==> src/rtl/ppu_vram_port.sv <==
// ppu_vram_port: CPU-side PPUADDR/PPUDATA initiator for PPU memory.
// Handles the address latch, increment and the one-deep read buffer.
module ppu_vram_port #(
  parameter int         INC_SMALL = 1,
  parameter int         INC_LARGE = 32,
  parameter logic [7:0] BUF_INIT  = 8'h00
) (
  input  logic        clk,
  input  logic        rst,
  input  logic [2:0]  reg_sel,
  input  logic        cpu_wr,
  input  logic        cpu_rd,
  input  logic [7:0]  cpu_wdata,
  output logic [7:0]  cpu_rdata,
  output logic        rd_valid,
  output logic        busy,
  output logic [15:0] mem_addr,
  output logic [7:0]  mem_wdata,
  output logic        mem_we,
  output logic        mem_req,
  input  logic        mem_ack,
  input  logic [7:0]  mem_rdata
);

  typedef enum logic [2:0] {
    IDLE, WR, RD_PAL, GAP, RD_BUF
  } state_t;

  state_t      state, state_nx;
  logic [13:0] v;
  logic [5:0]  t_hi;
  logic        w, inc32;
  logic [7:0]  rbuf, wbyte;

  logic        wr0, wr6, wr7, rd2, rd7;
  logic        pal_hit;
  logic [13:0] fill_addr, step;
  logic        inc_en, buf_ld, pal_ld, buf_out;

  assign wr0 = cpu_wr && (reg_sel == 3'd0);
  assign wr6 = cpu_wr && (reg_sel == 3'd6);
  assign wr7 = cpu_wr && (reg_sel == 3'd7);
  assign rd2 = cpu_rd && (reg_sel == 3'd2);
  assign rd7 = cpu_rd && (reg_sel == 3'd7);

  assign pal_hit   = (v[13:8] == 6'h3F);
  assign fill_addr = pal_hit ? (v & 14'h2FFF) : v;
  assign step      = inc32 ? 14'(INC_LARGE) : 14'(INC_SMALL);

  assign busy      = (state != IDLE);
  assign mem_req   = (state == WR) || (state == RD_PAL) ||
                     (state == RD_BUF);
  assign mem_we    = (state == WR);
  assign mem_wdata = wbyte;
  assign mem_addr  = {2'b00, (state == RD_BUF) ? fill_addr : v};

  always_ff @(posedge clk or posedge rst) begin
    if (rst) state <= IDLE;
    else     state <= state_nx;
  end

  always_comb begin
    state_nx = state;
    inc_en   = 1'b0;
    buf_ld   = 1'b0;
    pal_ld   = 1'b0;
    buf_out  = 1'b0;
    unique case (state)
      IDLE: begin
        if (wr7) begin
          state_nx = WR;
        end else if (rd7) begin
          buf_out  = !pal_hit;
          state_nx = pal_hit ? RD_PAL : RD_BUF;
        end
      end
      WR: begin
        if (mem_ack) begin
          inc_en   = 1'b1;
          state_nx = IDLE;
        end
      end
      RD_PAL: begin
        if (mem_ack) begin
          pal_ld   = 1'b1;
          state_nx = GAP;
        end
      end
      GAP: state_nx = RD_BUF;
      RD_BUF: begin
        if (mem_ack) begin
          buf_ld   = 1'b1;
          inc_en   = 1'b1;
          state_nx = IDLE;
        end
      end
      default: state_nx = IDLE;
    endcase
  end

  always_ff @(posedge clk or posedge rst) begin
    if (rst) begin
      v         <= '0;
      t_hi      <= '0;
      w         <= 1'b0;
      inc32     <= 1'b0;
      rbuf      <= BUF_INIT;
      wbyte     <= '0;
      cpu_rdata <= '0;
      rd_valid  <= 1'b0;
    end else begin
      rd_valid <= buf_out | pal_ld;
      if (buf_out)     cpu_rdata <= rbuf;
      else if (pal_ld) cpu_rdata <= mem_rdata;
      if (wr0) inc32 <= cpu_wdata[2];
      if (buf_ld) rbuf <= mem_rdata;
      if (wr7 && !busy) wbyte <= cpu_wdata;
      // Low byte of t only ever surfaces through v, so it goes straight there.
      if (rd2) begin
        w <= 1'b0;
      end else if (wr6 && !busy) begin
        w <= !w;
        if (!w) t_hi <= cpu_wdata[5:0];
      end
      if (inc_en)                v <= v + step;
      else if (wr6 && !busy && w) v <= {t_hi, cpu_wdata};
    end
  end

endmodule
==> config.mk <==
export PLATFORM = sky130hd
export DESIGN_NAME = ppu_vram_port
export DESIGN_NICKNAME = d
export VERILOG_FILES = /design/src/rtl/ppu_vram_port.sv
export SDC_FILE = /design/constraint.sdc
export NUM_CORES = 1
export LEC_CHECK = 0
export ABC_AREA = 1
export BUFFER_PORTS_ARGS = -buffer_cell sky130_fd_sc_hd__buf_2
export CAP_MARGIN = 20
export CORE_AREA = 2 2 82 84
export CTS_BUF_LIST = sky130_fd_sc_hd__clkbuf_4
export DETAILED_ROUTE_END_ITERATION = 6
export DIE_AREA = 0 0 84 86
export HOLD_SLACK_MARGIN = 0.02
export PLACE_DENSITY = 0.66
export REMOVE_ABC_BUFFERS = 1
export SYNTH_ARGS = -nofsm -noshare
export SYNTH_HDL_FRONTEND = slang
export SYNTH_SLANG_ARGS = --single-unit
==> constraint.sdc <==
create_clock -name clk -period 3.1 [get_ports clk]
set_clock_uncertainty 0.2 [all_clocks]
set_input_delay 0 -clock clk [delete_from_list [all_inputs] [get_ports clk]]
set_output_delay 0 -clock clk [all_outputs]
set_load 0.05 [all_outputs]
==> qor.csv <==
stage,metric,value,unit
setup_path,WP data required,3.23,ns
pwr,PD cells,996,nW/um2
detailed_routing,detailed-route wire length per cell,12.9,um
logic_synthesis,register bit total from synthesis,50,
grt,met3 Use GR,2.98,%
setup_path,Critical Path Source Type,flip-flop,
detailed_routing,Routed Antenna Nets,0,
grt,GRT Util Overall,18.9,%
clock_tree,Num CTS Buffers,5,
timing,max-slew violations,0,
pwr,Total Power,0.00346,W
placed_design,placer congestion estimate,0.893,
floorplan,Rows,29,
timing,minimum clock period,2.81,ns
clock_tree,Post-CTS Setup Inserts,0,
final_layout,Finished Layout Cells,513,
pwr,VDD IR max,0.549,mV
grt,vias in the first global route,2367,
detailed_routing,Routed Wire Length,6640,um
clock_tree,TritonCTS clock tree,done,
floorplan,IO Count,60,
timing,Sum Neg Setup Slack,0,ns
grt,largest net degree at the start of global routing,51,
timing,f_max,356,MHz
placed_design,Cells after DPL,467,
placed_design,dpl hpwl,4600,um
logic_synthesis,Ys Warns,0,
clock_tree,worst-skew pair later-pin latency,0.38,ns
logic_synthesis,syn avg cell area,7.92,um2
grt,GR peak layer,met2,
timing,final worst-path cycle share,90.5,%
floorplan,core area,6280,um2
floorplan,DIE AREA,7220,um2
logic_synthesis,post-synthesis sequential area ratio,44.9,%
logic_synthesis,Netlist Area Pre-Place,2790,um2
logic_synthesis,post-synth top area share,44.9,%
pwr,Static Leakage,1.84,nW
clock_tree,CTS H-Tree Depth,2,
logic_synthesis,synth unique cells,33,
detailed_routing,via count,2478,
floorplan,Die W,84,um
clock_tree,maximum buffer depth of the clock tree,2,
timing,final setup vio count,0,
clock_tree,Root Driver,clkbuf_4,
setup_path,Worst Setup Path Type,reg2reg,
clock_tree,CTS sink count,50,
logic_synthesis,Synth area leaders,"dfrtp_1 (45%), nand2_1 (17%), nand3_1 (7.2%), buf_4 (4.3%), inv_1 (3.8%)",
final_layout,final net count,462,
detailed_routing,vias per inst,4.83,
grt,initial antenna violation count,0,
job,count of maximum capacitance violations,0,
final_layout,n_diodes,0,
grt,GRT Residual Overflow,0,
status,outcome,finished clean,
setup_path,CP Capture Type,flip-flop,
floorplan,die height,86,um
placed_design,IO buf count,57,
final_layout,Synth-to-Final Area Change,24.5,%
grt,GR Util met1,27.1,%
setup_path,critical path peak fanout,10,
timing,RSZ-0062 raised after global routing,no,
detailed_routing,drt first-iter violations,163,
grt,M2 GR Usage,29.7,%
logic_synthesis,top cell type by total area after synthesis,dfrtp_1,
min_path,Tightest Hold Check Type,in2reg,
timing,Final Hold Fails,0,
final_layout,share of cells above drive strength 1,23.9,%
grt,first-pass GRT wire length,11100,um
detailed_routing,Detailed Routing Iterations Pass 1,4,
floorplan,initial core utilization,44.4,%
clock_tree,"Reg clk slew, reported paths",0.17,ns
detailed_routing,Post-route DRC,0,
logic_synthesis,Syn Inst Count,352,
setup_path,Critical Path AT,2.94,ns
[final cells by class]
cell class                 instances  area [um2]
clock buffer                       5        37.5
multi-input combinational        244        1230
timing repair buffer              95         676
inverter                          39         149
clock inverter                     3        28.8
tap                               77        96.3
fill                             618        2810
sequential                        50        1250
[worst max-delay path, stage by stage (launching register included)]
cell           delay [ns]
dfrtp_1              0.43
inv_2                0.10
nand2_1              0.07
nor2_1               0.28
nand2_2              0.22
inv_2                0.18
nand2_1              0.06
dlygate4sd3_1        0.55
nand3_1              0.09
dlygate4sd3_1        0.57
[synthesized netlist by cell type, drive strengths merged]
| cell type | count |
|---|---|
| nand2 | 127 |
| dfrtp | 50 |
| nand3 | 42 |
| inv | 39 |
| o21ai | 25 |
| buf | 20 |
| nor2 | 17 |
| mux2 | 8 |
| a21oi | 4 |
| nor3 | 4 |
| ha | 3 |
| nand3b | 3 |
| xnor2 | 2 |
| xor2 | 2 |
| conb | 1 |
| nand4 | 1 |
| nor4 | 1 |
| o21a | 1 |
| o21bai | 1 |
| o22ai | 1 |
[worst paths after layout]
path / startpoint / end / slack [ns] / depth (start not counted)
setup / recovery: state[2] / cpu_rdata[1] / 0.29 / 9
hold / removal: mem_rdata[7] / rbuf[7] / 0.18 / 3
setup reg to reg: state[2] / cpu_rdata[1] / 0.29 / 9
hold reg to reg: t_hi[1] / t_hi[1] / 0.30 / 2
max in group asynchronous: rst / state[2] / 1.77 / 5
min in group asynchronous: rst / mem_wdata[5] / 0.43 / 4
[kinds of logic (layout without fill, tap and decap cells)]
family | count (synthesis) | after routing | share of synthesized area, %
flops | 50 | 50 | 44.9
simple gates | 195 | 195 | 31.3
fa+ha+maj | 3 | 3 | 1.35
xor+xnor | 4 | 4 | 1.26
other cells | 1 | 2 | 0.135
compound gates | 32 | 32 | 6.78
buf+inv | 59 | 142 | 11.0
mux | 8 | 8 | 3.23
[where the power goes]
| group | leakage [nW] | internal [W] | switching (W) |
|---|---|---|---|
| logic | 1.19 | 0.000573 | 0.00136 |
| registers | 0.621 | 0.000946 | 0.000243 |
| clock network | 0.0373 | 0.0000976 | 0.000239 |
[state kept, by name (all words and copies together), names as in the netlist]
| register | cells |
|---|---|
| inc32 | 1 |
| cpu_rdata | 8 |
| w | 1 |
| t_hi | 6 |
| state | 3 |
| rbuf | 8 |
| v | 14 |
| mem_wdata | 8 |
| rd_valid | 1 |
[layer usage]
layer	vias up	share of wire, %	wire length (um)
li1	1266	-	-
met4	0	1.6	106
met5	-	0	0
met2	50	45	2960
met1	1153	50	3330
met3	9	3.7	249
[cell usage in the layout (no fill, tap or decap), drive strengths merged]
| master | count |
|---|---|
| dlygate4sd3 | 37 |
| nand2 | 127 |
| clkbuf | 5 |
| nand4 | 1 |
| o21a | 1 |
| nand3 | 42 |
| nor3 | 4 |
| o21ai | 25 |
| mux2 | 8 |
| ha | 3 |
| buf | 58 |
| inv | 40 |
| nand3b | 3 |
| xor2 | 2 |
| o22ai | 1 |
| o21bai | 1 |
| conb | 2 |
| a21oi | 4 |
| nor2 | 17 |
| dfrtp | 50 |
| nor4 | 1 |
| xnor2 | 2 |
| clkinv | 2 |
[per-stage QoR]
stage	hold WS, ns	cell area, um2	worst slack [ns]	utilization (%)
after floorplan	-0.0914	2630	1.09	-
after global routing	0.156	3470	0.141	55.3
after global placement	0.0347	3010	1.33	48.0
final	0.178	3470	0.295	55.3
after detailed placement	0.0390	3010	1.26	48.0
after CTS	0.166	3440	0.345	54.8
[repair_timing]
item                                   CTS  global route
hold buffers                            36             1
resized for setup                        0             0
endpoints found under the hold margin   95            13
No activity file was read; power rests on OpenSTA's default activity.
